[config.mk]
export PLATFORM = sky130hd
export DESIGN_NAME = iopage_intc
export DESIGN_NICKNAME = d
export VERILOG_FILES = /design/src/rtl/iopage_intc.sv
export SDC_FILE = /design/constraint.sdc
export NUM_CORES = 1
export LEC_CHECK = 0
export CORE_UTILIZATION = 33
export DETAILED_ROUTE_END_ITERATION = 10
export PLACE_DENSITY = 0.74
export SKIP_CTS_REPAIR_TIMING = 1
export SLEW_MARGIN = 20
export SYNTH_ARGS = -nofsm -noshare
export SYNTH_HDL_FRONTEND = slang
export SYNTH_SLANG_ARGS = --single-unit
[constraint.sdc]
create_clock -name clk_i -period 2.5 [get_ports clk_i]
set_input_delay 0.375 -clock clk_i [delete_from_list [all_inputs] [get_ports clk_i]]
set_output_delay 0.375 -clock clk_i [all_outputs]
set_load 0.03 [all_outputs]
[src/rtl/iopage_intc.sv]
// iopage_intc: parametrised iopage interrupt controller with registered arbitration
// Optional feature macro: IOPAGE_INTC_STATS_EN (COUNT register at BASE_ADDR+4)
// Ports:
//   clk_i, reset_i          clock, synchronous active-high reset
//   iopage_addr_i           iopage byte address
//   data_in_i / data_out_o  write data / read data (0 when not decoded)
//   decode_o                implemented register hit while rd or wr is high
//   iopage_rd_i/_wr_i       read / write strobes
//   iopage_byte_op_i        byte write, iopage_addr_i[0] selects high byte
//   irq_i, irq_vec_i        level requests and per-channel vectors
//   irq_ack_o               one-cycle acknowledge pulse to the granted channel
//   interrupt_o, interrupt_ipl_o, vector_o  request posted to the CPU
//   ack_ipl_i               CPU acknowledge, one-hot by level
module iopage_intc #(
    parameter int                 NCHAN     = 4,
    parameter logic [3*NCHAN-1:0] CHAN_IPL  = {3'd6, 3'd5, 3'd4, 3'd4},
    parameter logic [12:0]        BASE_ADDR = 13'o17700
) (
    input  logic                 clk_i,
    input  logic                 reset_i,
    input  logic [12:0]          iopage_addr_i,
    input  logic [15:0]          data_in_i,
    output logic [15:0]          data_out_o,
    output logic                 decode_o,
    input  logic                 iopage_rd_i,
    input  logic                 iopage_wr_i,
    input  logic                 iopage_byte_op_i,
    input  logic [NCHAN-1:0]     irq_i,
    input  logic [8*NCHAN-1:0]   irq_vec_i,
    output logic [NCHAN-1:0]     irq_ack_o,
    output logic                 interrupt_o,
    output logic [7:0]           interrupt_ipl_o,
    output logic [7:0]           vector_o,
    input  logic [7:0]           ack_ipl_i
);
    typedef enum logic [1:0] {IDLE, POSTED, ACK} state_t;
    state_t state_q, state_d;
    logic [NCHAN-1:0] mask_q, mask_d, holdoff_q, elig;
    logic [2:0] idx_q, ipl_q, win_idx, win_ipl;
    logic [7:0] vec_q, win_vec, irq8, mask8;
    logic [12:0] off;
    logic [15:0] cnt_rd;
    logic win_v, hi, sel_mask, sel_stat, sel_cnt, mask_we, unused;
    assign unused = ^data_in_i;
    assign off = iopage_addr_i - BASE_ADDR;
    assign sel_mask = off[12:3] == '0 && off[2:1] == 2'd0;
    assign sel_stat = off[12:3] == '0 && off[2:1] == 2'd1;
`ifdef IOPAGE_INTC_STATS_EN
    logic [15:0] count_q;
    assign sel_cnt = off[12:3] == '0 && off[2:1] == 2'd2;
    assign cnt_rd = count_q;
    always_ff @(posedge clk_i) begin
        if (reset_i)
            count_q <= '0;
        else if (iopage_wr_i && sel_cnt)
            count_q <= '0;
        else if (state_q == POSTED && state_d == ACK)
            count_q <= count_q + 16'd1;
    end
`else
    assign sel_cnt = 1'b0;
    assign cnt_rd = '0;
`endif
    assign decode_o = (sel_mask | sel_stat | sel_cnt) & (iopage_rd_i | iopage_wr_i);
    // a high-byte write leaves MASK untouched; all mask bits live in the low byte
    assign mask_we = iopage_wr_i && sel_mask && !(iopage_byte_op_i && iopage_addr_i[0]);
    // the FSM sees a mask write in the same cycle so the posted channel withdraws at that edge
    assign mask_d = mask_we ? data_in_i[NCHAN-1:0] : mask_q;
    assign elig = irq_i & ~mask_d & ~holdoff_q;
    assign irq8 = 8'(irq_i);
    assign mask8 = 8'(mask_d);
    always_comb begin
        win_v = 1'b0;
        win_idx = '0;
        win_ipl = '0;
        win_vec = '0;
        hi = 1'b0;
        for (int i = 0; i < NCHAN; i++) begin
            // strict compare keeps the lowest index on IPL ties
            if (elig[i] && (!win_v || CHAN_IPL[3*i +: 3] > win_ipl)) begin
                win_v = 1'b1;
                win_idx = 3'(i);
                win_ipl = CHAN_IPL[3*i +: 3];
                win_vec = irq_vec_i[8*i +: 8];
            end
            if (elig[i] && CHAN_IPL[3*i +: 3] > ipl_q)
                hi = 1'b1;
        end
    end
    always_comb begin
        state_d = state_q;
        case (state_q)
            IDLE:    state_d = win_v ? POSTED : IDLE;
            POSTED:  state_d = ack_ipl_i[ipl_q] ? ACK :
                               (!irq8[idx_q] || mask8[idx_q] || hi) ? IDLE : POSTED;
            default: state_d = IDLE;
        endcase
    end
    always_ff @(posedge clk_i) begin
        if (reset_i) begin
            state_q <= IDLE;
            mask_q <= '0;
            holdoff_q <= '0;
            idx_q <= '0;
            ipl_q <= '0;
            vec_q <= '0;
        end else begin
            state_q <= state_d;
            mask_q <= mask_d;
            holdoff_q <= irq_ack_o;
            if (state_q == IDLE && win_v) begin
                idx_q <= win_idx;
                ipl_q <= win_ipl;
                vec_q <= win_vec;
            end
        end
    end
    assign interrupt_o = state_q == POSTED;
    assign interrupt_ipl_o = interrupt_o ? 8'd1 << ipl_q : 8'd0;
    assign vector_o = interrupt_o ? vec_q : 8'd0;
    assign irq_ack_o = NCHAN'({7'd0, state_q == ACK} << idx_q);
    assign data_out_o = !decode_o ? 16'd0 :
                        sel_mask ? 16'(mask_q) :
                        sel_stat ? {interrupt_o, 1'b0, ipl_q, idx_q, irq8} : cnt_rd;
endmodule

==> reports/results.txt, run 1 <==
status -> complete, but fails checks
failing checks -> negative setup slack
peak supply drop -> 0.290 mV
CTS tree -> done
Total Routing Usage GR -> 21.2%
upper clock frequency limit -> 395 MHz
largest area contributor in the netlist -> dfxtp_1
Synth Cell Area -> 0.00177 mm²
unrepaired setup endpoints after global routing -> true
Syn Inst Count -> 237
Critical Path Start Type -> input pin
hpwl dp -> 4660 µm
Buffers on Ports -> 97
die area -> 0.00567 mm²
P_leak -> 1.37 nW
Final min period -> 2.53 ns
gr ovfl total -> 0
initial drt markers -> 68
TritonCTS buffer count -> 3
pin count of the biggest net entering global routing -> 21
final worst path period share -> 101%
clock buffer depth -> 2
final slew viol count -> 0
Hold Path Class -> reg -> reg
Cell Pwr Density -> 417 mW/mm²
Setup Viol. Count Final -> 4
Worst-Skew Late Latency -> 0.27 ns
Yosys top cell area share -> 26.0%
# DRC -> 0
crit end category -> register
I/O Pins -> 116
first-pass GRT wire length -> 9210 µm
Clk pin slew, worst setup/hold paths -> 0.08 ns
clk sinks -> 23
Worst Skew -> 0.00867 ns
Max-Cap Viols -> 0
H-tree depth -> 1
Synth Register Bits -> 23
Detailed Route WL -> 6300 µm
Ant. Diodes -> 0
Post-layout nets -> 440
Worst EP arrival -> 2.71 ns
most area-consuming cells after synthesis -> dfxtp_1 26%, nor2_1 7.4%, a311oi_2 6.8%
post-route setup slack -> -0.0301 ns
Core Rows -> 26
die height -> 75.3 µm
synthesized area per cell -> 7.49 µm²
critical path peak fanout -> 6
Area Overhead vs Synth -> 83.0%
Initial Utilization -> 34.5%
Yosys cell types -> 39
Yosys warnings -> 0
GP Congestion -> 0.885
vias per cell -> 5.18
register area share after synthesis -> 26.0%
Post-Place Setup Slack -> -0.636 ns
1st-pass router iterations -> 4
final hold violation count -> 0
proportion of layout cells with a drive suffix above 1 -> 26.9%
Required @ worst endpoint -> 2.68 ns
DIE WIDTH -> 75.3 µm
via count -> 2227
Setup CP Type -> in -> reg
vias in the first global route -> 2081
Routed Antenna Nets -> 0
clock root cell -> clkbuf_8
Core Footprint -> 0.00514 mm²
Pwr Total -> 1.35 mW
initial antenna violation count -> 0
drt wl/cell -> 14.6 µm
==> worst max-delay path, cell delays in order <==
cell and delay, ns:
clkbuf_2 0.11, ha_4 0.18, nor3_4 0.13, a31oi_2 0.07, or4_4 0.54, o2111a_1 0.30, o41a_1 0.57, clkbuf_16 0.23
a311oi_2 0.21
==> area by class of cell <==
cell class | instances | area, µm²
clock buffers | 3 | 41.3
clock inverters | 1 | 5.00
fillers | 458 | 1890
inverters | 11 | 41.3
multi-input cells | 186 | 1310
flip-flops and latches | 23 | 460
well taps | 70 | 87.6
repair buffers | 136 | 1310
==> cell usage after synthesis (all sizes together) <==
cell     count
buf         10
o221ai       1
clkbuf      12
nor2b        1
and3         6
nand3b       1
ha           1
a311oi       8
or2          2
mux2i        9
a21oi       11
mux4         2
a211oi       1
mux2         2
o32ai        1
o21ai       16
inv         11
nor3        12
a21o         8
a31oi        2
a21boi       2
o41a         1
dfxtp       23
o211ai       1
and2         8
nor4         4
or4          1
nand2b       9
nand2       16
o2111a       3
o41ai        3
nor3b        1
nor2        35
nand3        9
conb         1
o2111ai      2
a32oi        1
==> path summary, 6_finish.rpt <==
| check | end | startpoint | slack (ns) | cells past startpoint |
|---|---|---|---|---|
| setup reg to reg | state_q[0]$_SDFF_PP0_ | ipl_q[0]$_SDFFE_PP0N_ | 0.63 | 6 |
| hold reg to reg | vec_q[4]$_SDFFE_PP0N_ | vec_q[4]$_SDFFE_PP0N_ | 0.52 | 2 |
| setup / recovery | vec_q[3]$_SDFFE_PP0N_ | iopage_addr_i[6] | -0.03 | 9 |
| hold / removal | vec_q[4]$_SDFFE_PP0N_ | vec_q[4]$_SDFFE_PP0N_ | 0.52 | 2 |
==> registers in the layout (all words and copies together) (netlist names) <==
name and flops:
vec_q 8, holdoff_q 4, mask_q 4, ipl_q 3, idx_q 2, state_q 2
==> logic make-up (layout without fill, tap and decap cells) <==
kind of cell    count (synthesis)  in the layout  share of synthesized area [%]
flops                          23             23                           26.0
compound gates                 61             61                           26.7
simple gates                  105            105                           28.6
fa+ha+maj                       1              1                          0.705
mux                            13             13                           8.89
other cells                     1              6                          0.211
buf+inv                        33            151                           9.03
==> cell usage in the layout, fill, tap and decap left out, types with 9 or more instances in the layout <==
master and n:
nand2_1 16, o21ai_0 14, clkdlybuf4s50_1 71, nand2b_1 9, buf_4 43, nor3_1 11
a21oi_1 11, mux2i_1 9, inv_1 9, nor2_1 28, dfxtp_1 23
==> through the flow <==
| stage | hold slack, ns | area, µm² | cells | utilization (%) | TNS (ns) |
|---|---|---|---|---|---|
| after global routing | 0.534 | 3250 | 430 | 63.2 | -0.909 |
| after floorplan | 0.503 | 1860 | 242 | - | -1.07 |
| after CTS | 0.532 | 3060 | 423 | 59.5 | -7.01 |
| after global placement | 0.514 | 3010 | 419 | 58.6 | -10.44 |
| final | 0.517 | 3250 | 430 | 63.2 | -0.0724 |
| after detailed placement | 0.521 | 3010 | 419 | 58.6 | -11.08 |
==> where the power goes <==
group | internal (mW) | switching (mW)
registers | 0.410 | 0.0511
clock network | 0.111 | 0.122
logic | 0.341 | 0.319
total | 0.862 | 0.492
==> metal layers <==
layer  part of all wire (%)  track usage (%)  up-vias
met5                      0                0        -
met1                     41             25.4     1039
met3                    7.1             3.70       10
li1                       -                -     1087
met4                    1.5             7.41        0
met2                     51             38.0       91
(Power assumes the default switching activity.)
==> run 2: changes to the inputs <==
--- a/config.mk
+++ b/config.mk
@@ -5,6 +5,7 @@
 export SDC_FILE = /design/constraint.sdc
 export NUM_CORES = 1
 export LEC_CHECK = 0
+export CORE_MARGIN = 4
 export CORE_UTILIZATION = 33
 export DETAILED_ROUTE_END_ITERATION = 10
 export PLACE_DENSITY = 0.74
@@ -13,3 +14,4 @@
 export SYNTH_ARGS = -nofsm -noshare
 export SYNTH_HDL_FRONTEND = slang
 export SYNTH_SLANG_ARGS = --single-unit
+export TNS_END_PERCENT = 1
==> reports/results.txt, run 2 (synthesized netlist as in run 1, its figures left out) <==
registers with the most flip-flops -> vec_q (8), holdoff_q (4), mask_q (4)
commonest cells after routing, fill and taps aside -> 69 x clkdlybuf4s50_1, 37 x buf_4, 31 x nor2_1, 23 x dfxtp_1, 16 x nand2_1
GP Congestion -> 0.814 (-8.1%)
Worst EP arrival -> 2.70 ns (about the same)
worst r2r src -> ipl_q[0]$_SDFFE_PP0N_
max reg flops -> 8 (unchanged)
max incr delay on CP -> 0.58 ns (about the same)
proportion of layout cells with a drive suffix above 1 -> 24.1% (-2.9 points)
Setup Viol. Count Final -> 9 (+5)
clock buffer depth -> 2 (unchanged)
Post-Place Cell Area -> 0.00298 mm² (-1.2%)
initial drt markers -> 75 (+10%)
Area Overhead vs Synth -> 78.1%
worst path cell trace -> dlymetal6s2s_1 > ha_4 > nand3b_1 > or4_4 > o2111a_1 > o41a_1 > buf_6 > mux2i_1 > nor2_1
final hold violation count -> 0 (unchanged)
I/O Pins -> 116 (unchanged)
DIE WIDTH -> 81.3 µm (+8.0%)
die area -> 0.00661 mm² (+17%)
hold_sp -> vec_q[0]$_SDFFE_PP0N_
unrepaired setup endpoints after global routing -> true
1st-pass router iterations -> 4 (unchanged)
pin count of the biggest net entering global routing -> 21 (unchanged)
post-route setup slack -> -0.0468 ns (-0.0167 ns)
Total Routing Usage GR -> 17.8% (-3.3 points)
critical path peak fanout -> 6 (unchanged)
depth of the worst register-to-register path -> 6 (unchanged)
r2r setup slk -> 0.66 ns (+0.03 ns)
Worst Skew -> 0.00440 ns (-0.00427 ns)
Initial Utilization -> 34.3% (-0.22 points)
crit end category -> register
Setup CP Type -> in -> reg
Slowest cell on crit path -> or4_4
Hold Path Class -> reg -> reg
hpwl dp -> 4850 µm (+4.1%)
upper clock frequency limit -> 393 MHz (-0.65%)
Post-layout nets -> 433 (-1.6%)
vias in the first global route -> 2091 (+0.48%)
Routed Antenna Nets -> 0 (unchanged)
vias per cell -> 5.08 (-2.0%)
Core Footprint -> 0.00517 mm² (+0.63%)
worst hold stages -> 2 (unchanged)
Crit Reg-Reg Endpoint -> state_q[0]$_SDFF_PP0_
Cell Pwr Density -> 402 mW/mm² (-3.7%)
largest reg by FF count -> vec_q
H-tree depth -> 1 (unchanged)
Max-Cap Viols -> 0 (unchanged)
Clk pin slew, worst setup/hold paths -> 0.08 ns (about the same)
Worst-Skew Late Latency -> 0.26 ns (about the same)
Required @ worst endpoint -> 2.65 ns (-0.03 ns)
Ant. Diodes -> 0 (unchanged)
clk sinks -> 23 (unchanged)
Detailed Route WL -> 6240 µm (-0.94%)
Critical Path Start Type -> input pin
initial antenna violation count -> 0 (unchanged)
status -> complete, but fails checks
# DRC -> 0 (unchanged)
commonest non-fill, non-tap cell in the layout -> clkdlybuf4s50_1
first-pass GRT wire length -> 9420 µm (+2.2%)
P_leak -> 1.39 nW (+2.0%)
fin area -> 0.00316 mm² (-2.7%)
die height -> 81.3 µm (+8.0%)
CTS tree -> done
failing checks -> negative setup slack
clock root cell -> clkbuf_8
peak supply drop -> 0.228 mV (-22%)
TritonCTS buffer count -> 3 (unchanged)
final slew viol count -> 0 (unchanged)
Pwr Total -> 1.27 mW (-6.3%)
hold worst-path end -> vec_q[0]$_SDFFE_PP0N_
final worst path period share -> 102% (+0.67 points)
drt wl/cell -> 14.7 µm (+0.70%)
Buffers on Ports -> 97 (unchanged)
gr ovfl total -> 0 (unchanged)
via count -> 2148 (-3.5%)
Core Rows -> 26 (unchanged)
Final min period -> 2.55 ns (+0.0167 ns)
run 2: changes by cell type in the layout (fill, tap and decap cells not counted), moves of 2 or more:
cell             previous run  this run
buf_4                      43        37
dlymetal6s2s_1              7        13
nor2_1                     28        31
nor2_2                      7         4
clkbuf_16                   2         0
clkdlybuf4s50_1            71        69
nor3_2                      0         2
run 2: worst max-delay path by stage:
stage,from,to,depth (start not counted)
floorplan,iopage_addr_i[9],ipl_q[1]$_SDFFE_PP0N_,9
CTS,iopage_addr_i[10],vec_q[7]$_SDFFE_PP0N_,9
global route,iopage_addr_i[7],vec_q[7]$_SDFFE_PP0N_,12
finish,iopage_addr_i[7],ipl_q[1]$_SDFFE_PP0N_,9
detailed placement,iopage_addr_i[10],vec_q[5]$_SDFFE_PP0N_,10
global placement,iopage_addr_i[10],vec_q[7]$_SDFFE_PP0N_,8
run 2: area by class of cell:
type,instances,area (µm²)
repair buffers,129,1220
flip-flops and latches,23,460
inverters,11,41.3
clock buffers,4,45.0
multi-input cells,186,1300
fillers,471,2010
well taps,70,87.6
run 2: metal layers:
layer | wire length (µm) | part of all wire, % | vias up | GRT usage, %
li1 | - | - | 1076 | -
met1 | 2490 | 40 | 981 | 21.2
met2 | 3020 | 48 | 87 | 31.7
met3 | 692 | 11 | 4 | 5.88
met4 | 31 | 0.50 | 0 | 2.36
met5 | 0 | 0 | - | 0
run 2: report_power, final:
part / switching [mW] / total (mW) / internal [mW]
logic: 0.290 / 0.581 / 0.291
registers: 0.0530 / 0.463 / 0.410
clock network: 0.112 / 0.225 / 0.113
run 2: stage by stage:
stage / setup TNS [ns] / util, % / hold WS (ns) / std cells / setup slack [ns]
global placement: -10.36 / 57.6 / 0.513 / 416 / -0.614
global route: -1.26 / 61.1 / 0.539 / 423 / -0.130
CTS: -7.14 / 58.5 / 0.531 / 420 / -0.410
finish: -0.264 / 61.1 / 0.516 / 423 / -0.0468
floorplan: -1.06 / - / 0.503 / 242 / -0.109
detailed placement: -10.45 / 57.6 / 0.520 / 416 / -0.639
run 2: worst max-delay path, delay by kind of cell:
kind | cells | cell delay [ns]
muxes | 1 | 0.15
and+or+nand+nor | 3 | 0.83
AOI/OAI and AO/OA | 2 | 0.79
adders and majority gates | 1 | 0.22
buffers and inverters | 2 | 0.33
==> run 3: changes to the inputs <==
--- a/config.mk
+++ b/config.mk
@@ -6,11 +6,11 @@
 export NUM_CORES = 1
 export LEC_CHECK = 0
 export CORE_MARGIN = 4
-export CORE_UTILIZATION = 33
+export CORE_UTILIZATION = 39
 export DETAILED_ROUTE_END_ITERATION = 10
-export PLACE_DENSITY = 0.74
+export PLACE_DENSITY = 0.83
 export SKIP_CTS_REPAIR_TIMING = 1
-export SLEW_MARGIN = 20
+export SLEW_MARGIN = 5
 export SYNTH_ARGS = -nofsm -noshare
 export SYNTH_HDL_FRONTEND = slang
 export SYNTH_SLANG_ARGS = --single-unit
==> constraint.sdc (replaced) <==
create_clock -name clk_i -period 3.19 [get_ports clk_i]
set_input_delay 0.4785 -clock clk_i [delete_from_list [all_inputs] [get_ports clk_i]]
set_output_delay 0.4785 -clock clk_i [all_outputs]
set_load 0.03 [all_outputs]
==> reports/results.txt, run 3 (synthesized netlist as in run 1, its figures left out) <==
Critical Path Start Type -> input pin
fin area -> 0.00292 mm² (-7.7%)
CTS tree -> done
Clk pin slew, worst setup/hold paths -> 0.09 ns (about the same)
Post-Place Setup Slack -> -0.231 ns (+0.407 ns)
clock root cell -> clkbuf_8
max incr delay on CP -> 0.68 ns (+0.10 ns)
die area -> 0.00569 mm² (-14%)
# DRC -> 0 (unchanged)
Detailed Route WL -> 5940 µm (-4.9%)
P_leak -> 1.16 nW (-16%)
GP Congestion -> 0.915 (+12%)
via count -> 2115 (-1.5%)
Post-Place Cell Area -> 0.00285 mm² (-4.2%)
Worst Skew -> 0.00487 ns (+0.000467 ns)
worst r2r src -> ipl_q[0]$_SDFFE_PP0N_
Buffers on Ports -> 97 (unchanged)
commonest cells after routing, fill and taps aside -> 86 x clkdlybuf4s50_1, 35 x nor2_1, 31 x buf_4, 23 x dfxtp_1, 16 x nand2_1
final worst path period share -> 95.5%
Slowest cell on crit path -> or4_1
Ant. Diodes -> 0 (unchanged)
Cell Pwr Density -> 336 mW/mm² (-16%)
Initial Utilization -> 40.5% (+6.2 points)
H-tree depth -> 1 (unchanged)
Top Metal Used -> met4
final slew viol count -> 0 (unchanged)
Post-layout nets -> 422 (-2.5%)
final hold violation count -> 0 (unchanged)
drt wl/cell -> 15.1 µm (+2.1%)
worst path cell trace -> clkdlybuf4s50_1 > ha_1 > nand3b_1 > or4_1 > o2111a_1 > o41a_1 > buf_12 > a311oi_2
Worst-Skew Late Latency -> 0.27 ns (about the same)
pin count of the biggest net entering global routing -> 17 (-19%)
Final min period -> 3.05 ns
Required @ worst endpoint -> 3.38 ns (+0.73 ns)
met1 wire length -> 2310 µm (-7.2%)
hold_sp -> vec_q[7]$_SDFFE_PP0N_
Routed Antenna Nets -> 0 (unchanged)
proportion of layout cells with a drive suffix above 1 -> 15.2% (-8.9 points)
TritonCTS buffer count -> 3 (unchanged)
fillcell total -> 375 (-20%)
hpwl dp -> 4720 µm (-2.5%)
Pwr Total -> 0.979 mW (-23%)
post-route setup slack -> 0.143 ns (+0.189 ns)
first-pass GRT wire length -> 8960 µm (-4.9%)
Total Routing Usage GR -> 20.4% (+2.5 points)
routed wl met2 -> 2910 µm (-3.7%)
vias in the first global route -> 1962 (-6.2%)
max reg flops -> 8 (unchanged)
Core Footprint -> 0.00438 mm² (-15%)
unrepaired setup endpoints after global routing -> false
gr ovfl total -> 0 (unchanged)
initial drt markers -> 132 (+76%)
largest reg by FF count -> vec_q
status -> finished clean
Max-Cap Viols -> 0 (unchanged)
Area Overhead vs Synth -> 64.5%
commonest non-fill, non-tap cell in the layout -> clkdlybuf4s50_1
Routed met3 length -> 674 µm (-2.6%)
registers with the most flip-flops -> vec_q (8), holdoff_q (4), mask_q (4)
vias per cell -> 5.37 (+5.7%)
Setup CP Type -> in -> reg
Core Rows -> 24 (-7.7%)
clock buffer depth -> 2 (unchanged)
DIE WIDTH -> 75.5 µm (-7.2%)
crit end category -> register
1st-pass router iterations -> 4 (unchanged)
Worst EP arrival -> 3.23 ns (+0.53 ns)
upper clock frequency limit -> 328 MHz
I/O Pins -> 116 (unchanged)
peak supply drop -> 0.176 mV (-23%)
WHS -> 0.533 ns (+0.0168 ns)
Worst Setup SP -> iopage_addr_i[6]
Hold Path Class -> reg -> reg
die height -> 75.5 µm (-7.2%)
Setup Viol. Count Final -> 0 (-9)
critical path peak fanout -> 16 (+10)
setup total negative slack -> 0 ns (+0.264 ns)
initial antenna violation count -> 0 (unchanged)
clk sinks -> 23 (unchanged)
-- run 3: per-stage QoR --
step	util, %	std cells
after floorplan	-	242
after global placement	65.1	390
after detailed placement	65.1	390
after CTS	66.1	394
after global routing	66.6	394
final	66.6	394
-- run 3: final timing paths --
| path | slack, ns | end | cells past startpoint |
|---|---|---|---|
| setup reg to reg | 1.29 | state_q[0]$_SDFF_PP0_ | 6 |
| setup / recovery | 0.14 | vec_q[7]$_SDFFE_PP0N_ | 8 |
| hold / removal | 0.53 | vec_q[7]$_SDFFE_PP0N_ | 2 |
| hold reg to reg | 0.53 | vec_q[7]$_SDFFE_PP0N_ | 2 |
-- run 3: report_power, final --
group          internal, mW  switching [mW]  total, mW
clock network        0.0892          0.0959      0.185
registers             0.321          0.0396      0.361
logic                 0.220           0.213      0.433
-- run 3: final cells by class --
cell class                      count  area, µm²  share of cell area (%)
Clock buffer                        4       45.0                    1.54
Multi-Input combinational cell    186       1190                    40.9
Tap cell                           52       65.1                    2.23
Inverter                           11       41.3                    1.42
Timing Repair Buffer              118       1110                    38.2
Sequential cell                    23        460                    15.8
-- run 3: critical path: cells and delay by family --
| family | cells | cell delay, ns |
|---|---|---|
| and+or+nand+nor | 2 | 0.85 |
| adders and majority gates | 1 | 0.29 |
| buffers and inverters | 2 | 0.62 |
| AOI/OAI and AO/OA | 3 | 0.99 |
-- run 3: layer usage --
layer | track usage [%] | up-vias
met5 | 0 | -
met4 | 6.21 | 0
met3 | 5.28 | 2
met2 | 36.3 | 88
met1 | 23.9 | 970
li1 | - | 1055
